==> config.mk <==
export PLATFORM = sky130hd
export DESIGN_NAME = arbiter_grant_mux
export DESIGN_NICKNAME = d
export VERILOG_FILES = /design/src/rtl/arbiter_pkg.sv /design/src/rtl/onehot_to_bin.sv /design/src/rtl/arbiter_grant_mux.sv
export SDC_FILE = /design/constraint.sdc
export NUM_CORES = 1
export LEC_CHECK = 0
export CAP_MARGIN = 25
export CORE_MARGIN = 2
export CORE_UTILIZATION = 34
export CTS_BUF_LIST = sky130_fd_sc_hd__clkbuf_8
export CTS_CLUSTER_DIAMETER = 200
export DETAILED_ROUTE_END_ITERATION = 8
export PLACE_DENSITY = 0.74
export SETUP_SLACK_MARGIN = 0.05
export SYNTH_ARGS = -nofsm -noshare
export SYNTH_HDL_FRONTEND = slang
export SYNTH_SLANG_ARGS = --single-unit
==> constraint.sdc <==
create_clock -name clk -period 2.5 [get_ports clk]
set_input_delay 0.5 -clock clk [delete_from_list [all_inputs] [get_ports clk]]
set_output_delay 0.5 -clock clk [all_outputs]
set_load 0.02 [all_outputs]
==> src/rtl/arbiter_pkg.sv <==
// Shared types and helpers for the weighted round-robin arbiter and its grant mux.
package arbiter_pkg;

   typedef enum logic [1:0] {
      IDLE    = 2'd0,
      CAPTURE = 2'd1,
      SEND    = 2'd2,
      RELEASE = 2'd3
   } state_e;

   // Index width for n requesters; a single requester still needs one bit.
   function automatic int idx_width(input int n);
      if (n <= 2) begin
         return 1;
      end else begin
         return $clog2(n);
      end
   endfunction

endpackage

==> src/rtl/onehot_to_bin.sv <==
// One-hot to binary encoder; when several bits are set the lowest one wins.
module onehot_to_bin #(
   parameter int P_N = 3,
   parameter int P_W = 2
) (
   input  logic [P_N-1:0] onehot,
   output logic [P_W-1:0] bin,
   output logic           hit
);

   // Scan from the top down so the lowest set bit is the last one written.
   always_comb begin
      bin = '0;
      hit = 1'b0;
      for (int i = P_N - 1; i >= 0; i--) begin
         if (onehot[i]) begin
            bin = P_W'(i);
            hit = 1'b1;
         end else begin
         end
      end
   end

endmodule

==> src/rtl/arbiter_grant_mux.sv <==
// Steers the granted requester's word into one registered valid/ready channel.
// Optional sticky non-one-hot grant detector: define ARB_GRANT_MUX_ONEHOT_CHECK_EN.
module arbiter_grant_mux
   import arbiter_pkg::*;
#(
   parameter  int P_REQUESTER_NUM = 3,
   parameter  int P_DATA_W        = 32,
   localparam int LP_IDX_W        = idx_width(P_REQUESTER_NUM)
) (
   input  logic                                clk,
   input  logic                                rst,
   input  logic [P_REQUESTER_NUM-1:0]          req_valid,
   input  logic [P_REQUESTER_NUM*P_DATA_W-1:0] req_data,
   output logic [P_REQUESTER_NUM-1:0]          req_ready,
   input  logic [P_REQUESTER_NUM-1:0]          grant_valid,
   output logic                                grant_ready,
   output logic                                m_valid,
   output logic [P_DATA_W-1:0]                 m_data,
   output logic [LP_IDX_W-1:0]                 m_id,
   input  logic                                m_ready
`ifdef ARB_GRANT_MUX_ONEHOT_CHECK_EN
   ,
   output logic                                grant_err
`endif
);

   state_e                state_q, state_d;
   logic [LP_IDX_W-1:0]   gidx_q, gidx_d;
   logic                  m_valid_q, m_valid_d;
   logic [P_DATA_W-1:0]   m_data_q, m_data_d;
   logic [LP_IDX_W-1:0]   m_id_q, m_id_d;
   logic                  grant_ready_q, grant_ready_d;

   logic [LP_IDX_W-1:0]   grant_idx_s;
   logic                  grant_hit_s;
   logic [P_DATA_W-1:0]   sel_data_s;
   logic                  sel_valid_s;

   onehot_to_bin #(
      .P_N (P_REQUESTER_NUM),
      .P_W (LP_IDX_W)
   ) u_onehot_to_bin (
      .onehot (grant_valid),
      .bin    (grant_idx_s),
      .hit    (grant_hit_s)
   );

   // Data and valid of the requester latched at grant time.
   always_comb begin
      sel_data_s  = '0;
      sel_valid_s = 1'b0;
      for (int i = 0; i < P_REQUESTER_NUM; i++) begin
         if (gidx_q == LP_IDX_W'(i)) begin
            sel_data_s  = req_data[i*P_DATA_W +: P_DATA_W];
            sel_valid_s = req_valid[i];
         end else begin
         end
      end
   end

   // Pop pulse is combinational so reset removes it without a clock edge.
   always_comb begin
      req_ready = '0;
      for (int i = 0; i < P_REQUESTER_NUM; i++) begin
         req_ready[i] = (state_q == CAPTURE) && sel_valid_s && (gidx_q == LP_IDX_W'(i));
      end
   end

   always_comb begin
      state_d       = state_q;
      gidx_d        = gidx_q;
      m_valid_d     = m_valid_q;
      m_data_d      = m_data_q;
      m_id_d        = m_id_q;
      grant_ready_d = 1'b0;
      case (state_q)
         IDLE: begin
            if (grant_hit_s) begin
               gidx_d  = grant_idx_s;
               state_d = CAPTURE;
            end else begin
               state_d = IDLE;
            end
         end
         CAPTURE: begin
            if (sel_valid_s) begin
               m_data_d  = sel_data_s;
               m_id_d    = gidx_q;
               m_valid_d = 1'b1;
               state_d   = SEND;
            end else begin
               // Withdrawn request: release the grant anyway so the arbiter cannot stall.
               grant_ready_d = 1'b1;
               state_d       = RELEASE;
            end
         end
         SEND: begin
            if (m_ready) begin
               m_valid_d     = 1'b0;
               grant_ready_d = 1'b1;
               state_d       = RELEASE;
            end else begin
               state_d = SEND;
            end
         end
         RELEASE: begin
            if (grant_valid == '0) begin
               state_d = IDLE;
            end else begin
               state_d = RELEASE;
            end
         end
         default: begin
            state_d = IDLE;
         end
      endcase
   end

`ifdef ARB_GRANT_MUX_ONEHOT_CHECK_EN
   localparam logic [P_REQUESTER_NUM-1:0] LP_ONE = P_REQUESTER_NUM'(1);

   logic grant_err_q, grant_err_d;
   logic multi_s;

   // Clearing the lowest set bit leaves something only if more than one was set.
   always_comb begin
      multi_s     = |(grant_valid & (grant_valid - LP_ONE));
      grant_err_d = grant_err_q | ((state_q == IDLE) && multi_s);
   end

   always_ff @(posedge clk or posedge rst) begin
      if (rst) begin
         grant_err_q <= 1'b0;
      end else begin
         grant_err_q <= grant_err_d;
      end
   end

   assign grant_err = grant_err_q;
`endif

   always_ff @(posedge clk or posedge rst) begin
      if (rst) begin
         state_q       <= IDLE;
         gidx_q        <= '0;
         m_valid_q     <= 1'b0;
         m_data_q      <= '0;
         m_id_q        <= '0;
         grant_ready_q <= 1'b0;
      end else begin
         state_q       <= state_d;
         gidx_q        <= gidx_d;
         m_valid_q     <= m_valid_d;
         m_data_q      <= m_data_d;
         m_id_q        <= m_id_d;
         grant_ready_q <= grant_ready_d;
      end
   end

   assign m_valid     = m_valid_q;
   assign m_data      = m_data_q;
   assign m_id        = m_id_q;
   assign grant_ready = grant_ready_q;

endmodule

## Word level (Yosys, flattened, before mapping)

Index checks and enable logic that the tools add are counted.

| storage, ports and cells | value |
|---|---|
| output and inout port bits | 39 |
| word-level logic and storage cells | 47 |
| bits in registers | 40 |

| cells by class | value |
|---|---|
| eq/ne operators | 7 |
| muxes and demuxes | 23 |
| reductions and logical operators | 11 |

Operators with widths:

| operator | count |
|---|---|
| $mux 32 | 3 |
| $mux 1 | 13 |
| $mux 2 | 4 |
| $pmux 2 s4 | 1 |
| $eq 2x2->1 const B | 3 |
| $eq 2x1->1 const B | 2 |
| $logic_and 1x1->1 | 4 |
| $logic_not 2->1 | 2 |
| $ne 2x2->1 const B | 2 |
| $pmux 1 s2 | 2 |
| $reduce_and 2->1 | 2 |
| $logic_not 3->1 | 1 |
| $reduce_and 3->1 | 1 |
| $reduce_bool 2->1 | 1 |

## Logic depth before layout (Yosys ltp)

Gate-level depths: netlist of run 1.

| depth | value |
|---|---|
| depth in word-level cells | 6 |
| gate-level depth with buffers | 8 |
| depth with buffers taken out | 5 |

## Hierarchy

From an unflattened synthesis of run 1, not the netlist that was laid out.

| unflattened totals | value |
|---|---|
| cells, all modules | 199 |
| area, all modules | 2,443.6 um2 |

Modules (own cells, without submodules):

| module | times used | seq. area each (um2) | area an instance (um2) | cells an instance |
|---|---|---|---|---|
| arbiter_grant_mux | 1 | 1,001.0 | 2,423.6 | 196 |
| onehot_to_bin | 1 | 0.0 | 20.0 | 3 |

## Worst setup path before layout of run 1

Ideal clock, no wire load.

| path | value |
|---|---|
| kind | register to output |
| from | register state_q[1] |
| to | output req_ready[0] |
| path slack | 0.546 ns |
| stages on the path, launching flop included | 4 |
| buffers on the path | 0 |
| data required time | 2.000 ns |
| data arrival time | 1.454 ns |
| path through | dfrtp_1 -> inv_1 -> ha_1 -> nor4bb_1 |

| on the way | value |
|---|---|
| cells in the longest elaborated chain, start to end | 3 |

RTL lines:

| element | line | text |
|---|---|---|
| start: declaration | arbiter_grant_mux.sv:27 | `state_e state_q, state_d;` |
| start signal: assignment | arbiter_grant_mux.sv:151 | `state_q <= state_d;` |
| $eq 2x1->1 | arbiter_grant_mux.sv:65 | `req_ready[i] = (state_q == CAPTURE) && sel_valid_s && (gidx_q == LP_IDX_W'(i));` |
| $logic_and 1x1->1 (2 in a row) | arbiter_grant_mux.sv:65 |  |
| end: declaration | arbiter_grant_mux.sv:14 | `output logic [P_REQUESTER_NUM-1:0] req_ready,` |

Every way passes these cells.

## Worst setup path in the final report of run 1

Ends and elaborated chain as after synthesis.

==> flow_summary.toml, run 1 <==
[global_route]
grt_antenna_before_repair = 0
grt_max_degree = 30
grt_pass1_vias = 2165
grt_pass1_wl_um = 10000
grt-ovfl-total = 0
grtUsageTotal = 0.166

[detailed_routing]
antenna_left = 0
via_per_inst = 4.96
wl_um = 6630
via_count = 2205
first_pass_iters = 4
wl_per_cell_um = 14.9
drt-initial-drc-count = 40
post-route-drc-count = 0

[logic_synthesis]
syn-num-nets = 314
synth_ff_type = "dfrtp_1"
synth.most_common_cell = "dfrtp_1"
synth.distinct_cells = 32
synth_common_cells = "dfrtp_1, mux2i_1, o2bb2ai_1"
ys_ff_latch = 40
netlist_area_mm2 = 0.00240
syn_avg_cell_area_um2 = 11.8
seq_area_frac_synth = 0.417
yosys_warnings = 0
async_flop_share = 1.00
synth_area_leaders = "dfrtp_1, mux2i_1, mux2_2"
synth_top_cell_area_share = 0.417
synth_edf_count = 0
yosysTopAreaCell = "dfrtp_1"
netlist_instances = 204

[worst_setup_path]
cp-start-kind = "flop"
reg2reg_from = "state_q[1]"
path_max_fanout = 7
cp-end-kind = "output pin"
critical_path_class = "flop to output pin"
critPathLaunch = "state_q[1]"
cp.arrival_ns = 1.75
cp.required_ns = 2.00

[hold_path]
min_from = "m_id[1]"
hp-class = "flop to flop"

[floorplanning]
die_w_um = 88.1
core-area_mm2 = 0.00683
ios = 144
start_util = 0.352
die-area_mm2 = 0.00775
row_count = 30
die_h_um = 88.1

[pwr]
p_per_area_mw_per_mm2 = 1050
finalPower_mw = 4.29
p_leak_nw = 1.69
ir_worst_vdd_uv = 481

[timing]
timing.fmax_mhz = 445
hold_slack_ns = 0.500
setup_viol = 0
hold_violations = 0
fin_crit_sh = 0.898
maxSlewHeadroom = 0.453
tightest_slew_ns = 0.816
setup_slack_ns = 0.254
skew_ns = 0.00472
fin_setup_tns_ns = 0
drv_slew = 0
rsz0062_at_grt = "false"
fin_crit_ns = 2.25

[cells_and_area]
seq_area_mm2 = 0.00100
area_delta_synth_final_pct = 69.7
layout.nets = 458
n_fill_cell = 589
antenna_cells = 0
final_cells = 445
multi_input_area_mm2 = 0.00130
drive_above_1_share = 0.146

[flow_run]
max_cap_violations = 0

[place]
dp_slack_ns = 0.0228
io_buffers = 143
dp_cells = 437
routabilityCongestion = 0.702
hpwlAfterDp_um = 5270

[clock_network]
cts_buffer_depth = 2
postCtsHoldBufs = 0
root_buffer = "clkbuf_8"
cts_tree = "yes"
cts_made_buffers = 5
cts_sinks = 40
clock_latency_ns = 0.28
h-tree-depth = 2
clk_pin_slew_worst_paths_ns = 0.08

[status]
run_status = "finished clean"
-- cell usage in the layout, fill, tap and decap left out, types with 4 or more instances in the layout --
master           synthesis  final
a21oi_1                  8      8
buf_4                    0      7
ha_1                     5      5
clkdlybuf4s50_1          0    140
nand2_1                  6      6
mux2_2                  22     22
clkbuf_8                 0      6
inv_1                    7      6
mux2i_1                 32     32
o2bb2ai_1               26     26
a2bb2oi_1                4      4
dfrtp_1                 40     39
mux2_4                   7      7
-- where the power goes --
part	switching, mW	total [mW]	internal, mW
combinational	1.26	2.70	1.45
sequential	0.190	1.16	0.968
clock	0.213	0.433	0.220
-- metrics by stage --
step	instance area, um2	utilization
floorplan	2400	-
global placement	3970	0.581
detailed placement	3980	0.583
CTS	4070	0.596
global route	4080	0.597
finish	4080	0.597
-- repair_timing --
item | CTS | global route
pin swaps | 0 | 0
resized for setup | 3 | 1
setup endpoints to repair | 3 | 1
setup buffers | 0 | 0
-- critical path: stages (launching register included) --
cell,delay [ns]
dfrtp_1,0.42
inv_1,0.11
ha_1,0.28
nor4bb_2,0.28
dlygate4sd2_1,0.37
-- cell families after synthesis --
group / Yosys count / share of synthesized area
buffers and inverters: 23 / 0.0458
adders and majority gates: 5 / 0.0260
AOI/OAI and AO/OA: 58 / 0.187
muxes: 61 / 0.280
and+or+nand+nor: 17 / 0.0443
DFF: 40 / 0.417
-- area by class of cell --
class / instances / share of cell area
clock buffers: 6 / 0.0203
clock inverters: 2 / 0.00246
inverters: 7 / 0.00645
multi-input cells: 141 / 0.319
flip-flops and latches: 40 / 0.246
well taps: 96 / 0.0295
repair buffers: 153 / 0.377
-- state kept, by name (all words and copies together) (netlist names) --
signal,cells
grant_ready,1
m_data,32
state_q,2
m_id,2
gidx_q,2
m_valid,1
-- metal layers --
metal  part of all wire  global-route usage  up-vias
li1                   -                   -     1062
met3               0.10              0.0584        8
met5                  0                   0        -
met4              0.012              0.0455        0
met1               0.39               0.186     1031
met2               0.49               0.299      104
-- final timing paths --
check | cells past startpoint | slack [ns] | end
min in group asynchronous | 2 | 0.58 | m_data[4]
max in group asynchronous | 3 | 1.40 | m_data[15]
min reg2reg | 1 | 0.50 | m_id[1]
max reg2reg | 6 | 0.44 | m_data[0]
min | 1 | 0.50 | m_id[1]
max | 4 | 0.25 | req_ready[0]
No activity file was read; power rests on OpenSTA's default activity.
==> run 2: changes to the inputs <==
- CORE_UTILIZATION: 34 -> 35
- PLACE_DENSITY: 0.74 -> 0.79
- RECOVER_POWER: unset -> 25
- clock period: 2.5 -> 1.9 ns (I/O delays scaled with it)
==> flow_summary.toml, run 2 (synthesized netlist as in run 1, its figures left out) <==
[timing]
maxSlewHeadroom = 0.562
tightest_slew_ns = 0.653
rsz0062_at_grt = "true"
skew_ns = 0.0107
hold_violations = 0
timing.fmax_mhz = 550
fin_crit_sh = 0.957
drv_slew = 0
setup_slack_ns = 0.0819
setup_viol = 0
fin_crit_ns = 1.82

[clock_network]
cts_buffer_depth = 2
clock_latency_ns = 0.29
clk_pin_slew_worst_paths_ns = 0.08
root_buffer = "clkbuf_8"
cts_made_buffers = 5
cts_tree = "yes"
h-tree-depth = 2
cts_sinks = 40
postCtsSetupRepairBufs = 0

[cells_and_area]
final_area_mm2 = 0.00417
area_delta_synth_final_pct = 73.6
largest_reg_flops = 32
final_cell_mix = "clkdlybuf4s50_1, dfrtp_1, mux2i_1"
layout_commonest_cell = "clkdlybuf4s50_1"
layout.nets = 470
antenna_cells = 0
drive_above_1_share = 0.188

[detailed_routing]
via_per_inst = 5.11
post-route-drc-count = 0
wl_per_cell_um = 15.9
drt-initial-drc-count = 62
antenna_left = 0
first_pass_iters = 4
wl_um = 7020
via_count = 2252

[global_route]
grt_antenna_before_repair = 0
use_met2 = 0.344
grt-ovfl-total = 0
use_met1 = 0.209
top_usage_layer = "met2"
grt_pass1_vias = 2361
grt_pass1_wl_um = 11200
grt_max_degree = 24
grtUsageTotal = 0.188
globalRouteMet3Util = 0.0562

[place]
routabilityCongestion = 0.782
dp_slack_ns = -0.424
place_area_mm2 = 0.00407
hpwlAfterDp_um = 5580
io_buffers = 143

[worst_setup_path]
path_max_fanout = 2
cp.required_ns = 1.52
cp-end-kind = "output pin"
critical_path_class = "input port to output pin"
cp-start-kind = "input port"
cp.arrival_ns = 1.44

[floorplanning]
start_util = 0.358
core-area_mm2 = 0.00672
die_w_um = 86.8
die-area_mm2 = 0.00754
row_count = 30
die_h_um = 86.8
ios = 144

[pwr]
switchingPower_mw = 2.29
p_sw_frac = 0.381
p_per_area_mw_per_mm2 = 1440
p_seq_frac = 0.255
p_clk_frac = 0.113
ir_worst_vdd_uv = 564
combPwrFrac = 0.632
p_leak_nw = 1.75
p_int_mw = 3.71

[flow_run]
max_cap_violations = 0

[status]
run_status = "finished clean"

[hold_path]
hp-class = "flop to flop"
[run 2: final cells by class]
cell class                      instances  area (um2)
Clock inverter                          3        38.8
Inverter                                7        26.3
Multi-Input combinational cell        141        1330
Clock buffer                            5        68.8
Timing Repair Buffer                  165        1610
Sequential cell                        40        1000
Tap cell                               80         100
Fill cell                             573        2550
[run 2: power by group through the flow]
stage | combinational (mW) | clock, mW | sequential (mW)
finish | 3.79 | 0.678 | 1.53
global route | 4.08 | 0.744 | 1.59
CTS | 3.82 | 0.702 | 1.54
detailed placement | 3.80 | 0 | 1.53
global placement | 3.70 | 0 | 1.52
floorplan | 1.77 | 0 | 1.95
[run 2: timing repair]
action,4_1_cts,5_1_grt
endpoints found under the setup margin,4,29
gates resized for setup,12,4
pin swaps,1,1
hold buffers,0,0
[run 2: stage by stage]
step / power [mW] / std cells / hold WS [ns] / TNS, ns / utilization
5_1_grt: 6.42 / 441 / 0.518 / 0 / 0.621
2_1_floorplan: 3.73 / 204 / 0.502 / 0 / -
6_report: 6.00 / 441 / 0.479 / 0 / 0.621
4_1_cts: 6.06 / 441 / 0.430 / 0 / 0.623
3_3_place_gp: 5.22 / 433 / 0.463 / -4.44 / 0.606
3_5_place_dp: 5.33 / 433 / 0.466 / -5.59 / 0.606
[run 2: worst paths after layout]
check / startpoint / end / slack, ns / depth (start not counted)
max in group asynchronous: rst / gidx_q[0] / 0.38 / 3
min in group asynchronous: rst / m_data[8] / 0.55 / 2
min: m_id[1] / m_id[1] / 0.48 / 1
min reg2reg: m_id[1] / m_id[1] / 0.48 / 1
max: req_valid[0] / req_ready[0] / 0.08 / 4
max reg2reg: gidx_q[0] / m_data[19] / 0.16 / 5
[run 2: worst max-delay path, cell delays in order]
cell	delay [ns]
clkdlybuf4s50_1	0.50
nor4bb_4	0.28
buf_4	0.15
buf_4	0.13
[run 2: layer usage]
layer | share of wire | routed length, um | vias to the layer above
met5 | 0 | 0 | -
met1 | 0.38 | 2660 | 1065
met4 | 0.013 | 93 | 0
met2 | 0.52 | 3670 | 95
met3 | 0.085 | 598 | 8
li1 | - | - | 1084
==> run 3: changes to the inputs <==
- GPL_TIMING_DRIVEN: unset -> 0
- HOLD_SLACK_MARGIN: unset -> 0.05
==> flow_summary.toml, run 3 (synthesized netlist as in run 1, its figures left out) <==
[status]
run_status = "finished clean"

[global_route]
grt_pass1_vias = 2237
grt_pass1_wl_um = 11000
grt-ovfl-total = 0
grt_antenna_before_repair = 0
grtUsageTotal = 0.187
grt_max_degree = 41

[worst_setup_path]
cp-start-kind = "flop"
cp_cell_sequence = "inv_2 > ha_4 > and4b_1 > buf_6 > a21o_1 > buf_6 > buf_12 > mux2_4"
reg2regPathDepth = 8
critPathBufInv = 4
path_max_fanout = 10
reg2reg_slack_ns = 0.1
reg2reg_from = "state_q[1]"
crit_top_cell = "buf_6"
cp.arrival_ns = 1.98
critical_path_class = "flop to flop"
r2r_end = "m_data[27]"
slowest_delay_ns = 0.37
critPathSlowestCell = "dfrtp_1"
cp-end-kind = "flop"
cp.required_ns = 2.07
cpLargestDelayFamily = "buffers and inverters"

[cells_and_area]
largest_reg_flops = 32
layout_commonest_cell = "clkdlybuf4s50_1"
final_cells = 443
final_area_mm2 = 0.00415
antenna_cells = 0
area_delta_synth_final_pct = 72.9
drive_above_1_share = 0.185
final_cell_mix = "clkdlybuf4s50_1, dfrtp_1, mux2i_1"
layout.nets = 473
utilization = 0.618

[pwr]
ir_worst_vdd_uv = 623
p_per_area_mw_per_mm2 = 1420
finalPower_mw = 5.90
p_leak_nw = 1.75

[flow_run]
max_cap_violations = 0

[detailed_routing]
via_count = 2288
via_per_inst = 5.16
drt-initial-drc-count = 89
first_pass_iters = 4
wl_um = 7140
wl_per_cell_um = 16.1
antenna_left = 0
post-route-drc-count = 0

[timing]
fin_crit_ns = 1.80
fin_crit_sh = 0.948
tightest_slew_ns = 0.835
fin_setup_tns_ns = 0
timing.fmax_mhz = 555
hold_violations = 0
hold_slack_ns = 0.487
drv_slew = 0
maxSlewHeadroom = 0.442
rsz0062_at_grt = "true"
skew_ns = 0.0135
setup_slack_ns = 0.0985
setup_viol = 0

[hold_path]
min_from = "m_id[1]"
holdPathStages = 1
hold_end = "m_id[1]"
hp-class = "flop to flop"

[floorplanning]
die_w_um = 86.8
core-area_mm2 = 0.00672
row_count = 30
die_h_um = 86.8
start_util = 0.358
die-area_mm2 = 0.00754
ios = 144

[place]
place_area_mm2 = 0.00395
hpwlAfterDp_um = 5490
dp_slack_ns = -0.459
io_buffers = 143
routabilityCongestion = 0.781
dp_cells = 427

[clock_network]
clock_latency_ns = 0.30
root_buffer = "clkbuf_8"
clk_pin_slew_worst_paths_ns = 0.09
cts_made_buffers = 5
cts_buffer_depth = 2
postCtsHoldBufs = 0
cts_tree = "yes"
h-tree-depth = 2
cts_sinks = 40
run 3: routing by layer:
layer / global-route usage / part of all wire / up-vias
met5: 0 / 0 / -
met2: 0.321 / 0.50 / 109
met1: 0.226 / 0.41 / 1079
met4: 0.0554 / 0.0085 / 0
met3: 0.0581 / 0.085 / 9
li1: - / - / 1091
run 3: how the worst max path moves through the flow:
stage                         endpoint         start  slack [ns]  depth (start not counted)
after floorplan             m_data[19]    state_q[1]        0.07                          8
after global placement    req_ready[1]  req_valid[1]       -0.46                          4
after detailed placement  req_ready[1]  req_valid[1]       -0.46                          4
after CTS                 req_ready[1]     gidx_q[0]       0.004                          3
after global routing        m_data[27]    state_q[1]        0.04                          8
final                       m_data[27]    state_q[1]         0.1                          8
run 3: layout make-up:
cell class / instances / area [um2]
buffer: 15 / 106
clock buffer: 5 / 68.8
clock inverter: 2 / 8.76
fill: 579 / 2570
inverter: 7 / 26.3
multi-input combinational: 141 / 1320
sequential: 40 / 1000
tap: 80 / 100
timing repair buffer: 153 / 1520
run 3: what timing repair did:
action,4_1_cts,5_1_grt
gates cloned,0,0
resized for setup,22,9
pin swaps,1,0
setup endpoints to repair,30,30
setup buffers,5,5
run 3: where the power goes:
group | total [mW] | internal [mW] | switching (mW) | leakage [nW]
Combinational | 3.84 | 2.07 | 1.77 | 1.21
Sequential | 1.52 | 1.27 | 0.250 | 0.487
Clock | 0.535 | 0.245 | 0.291 | 0.0452
Total | 5.90 | 3.59 | 2.31 | 1.75
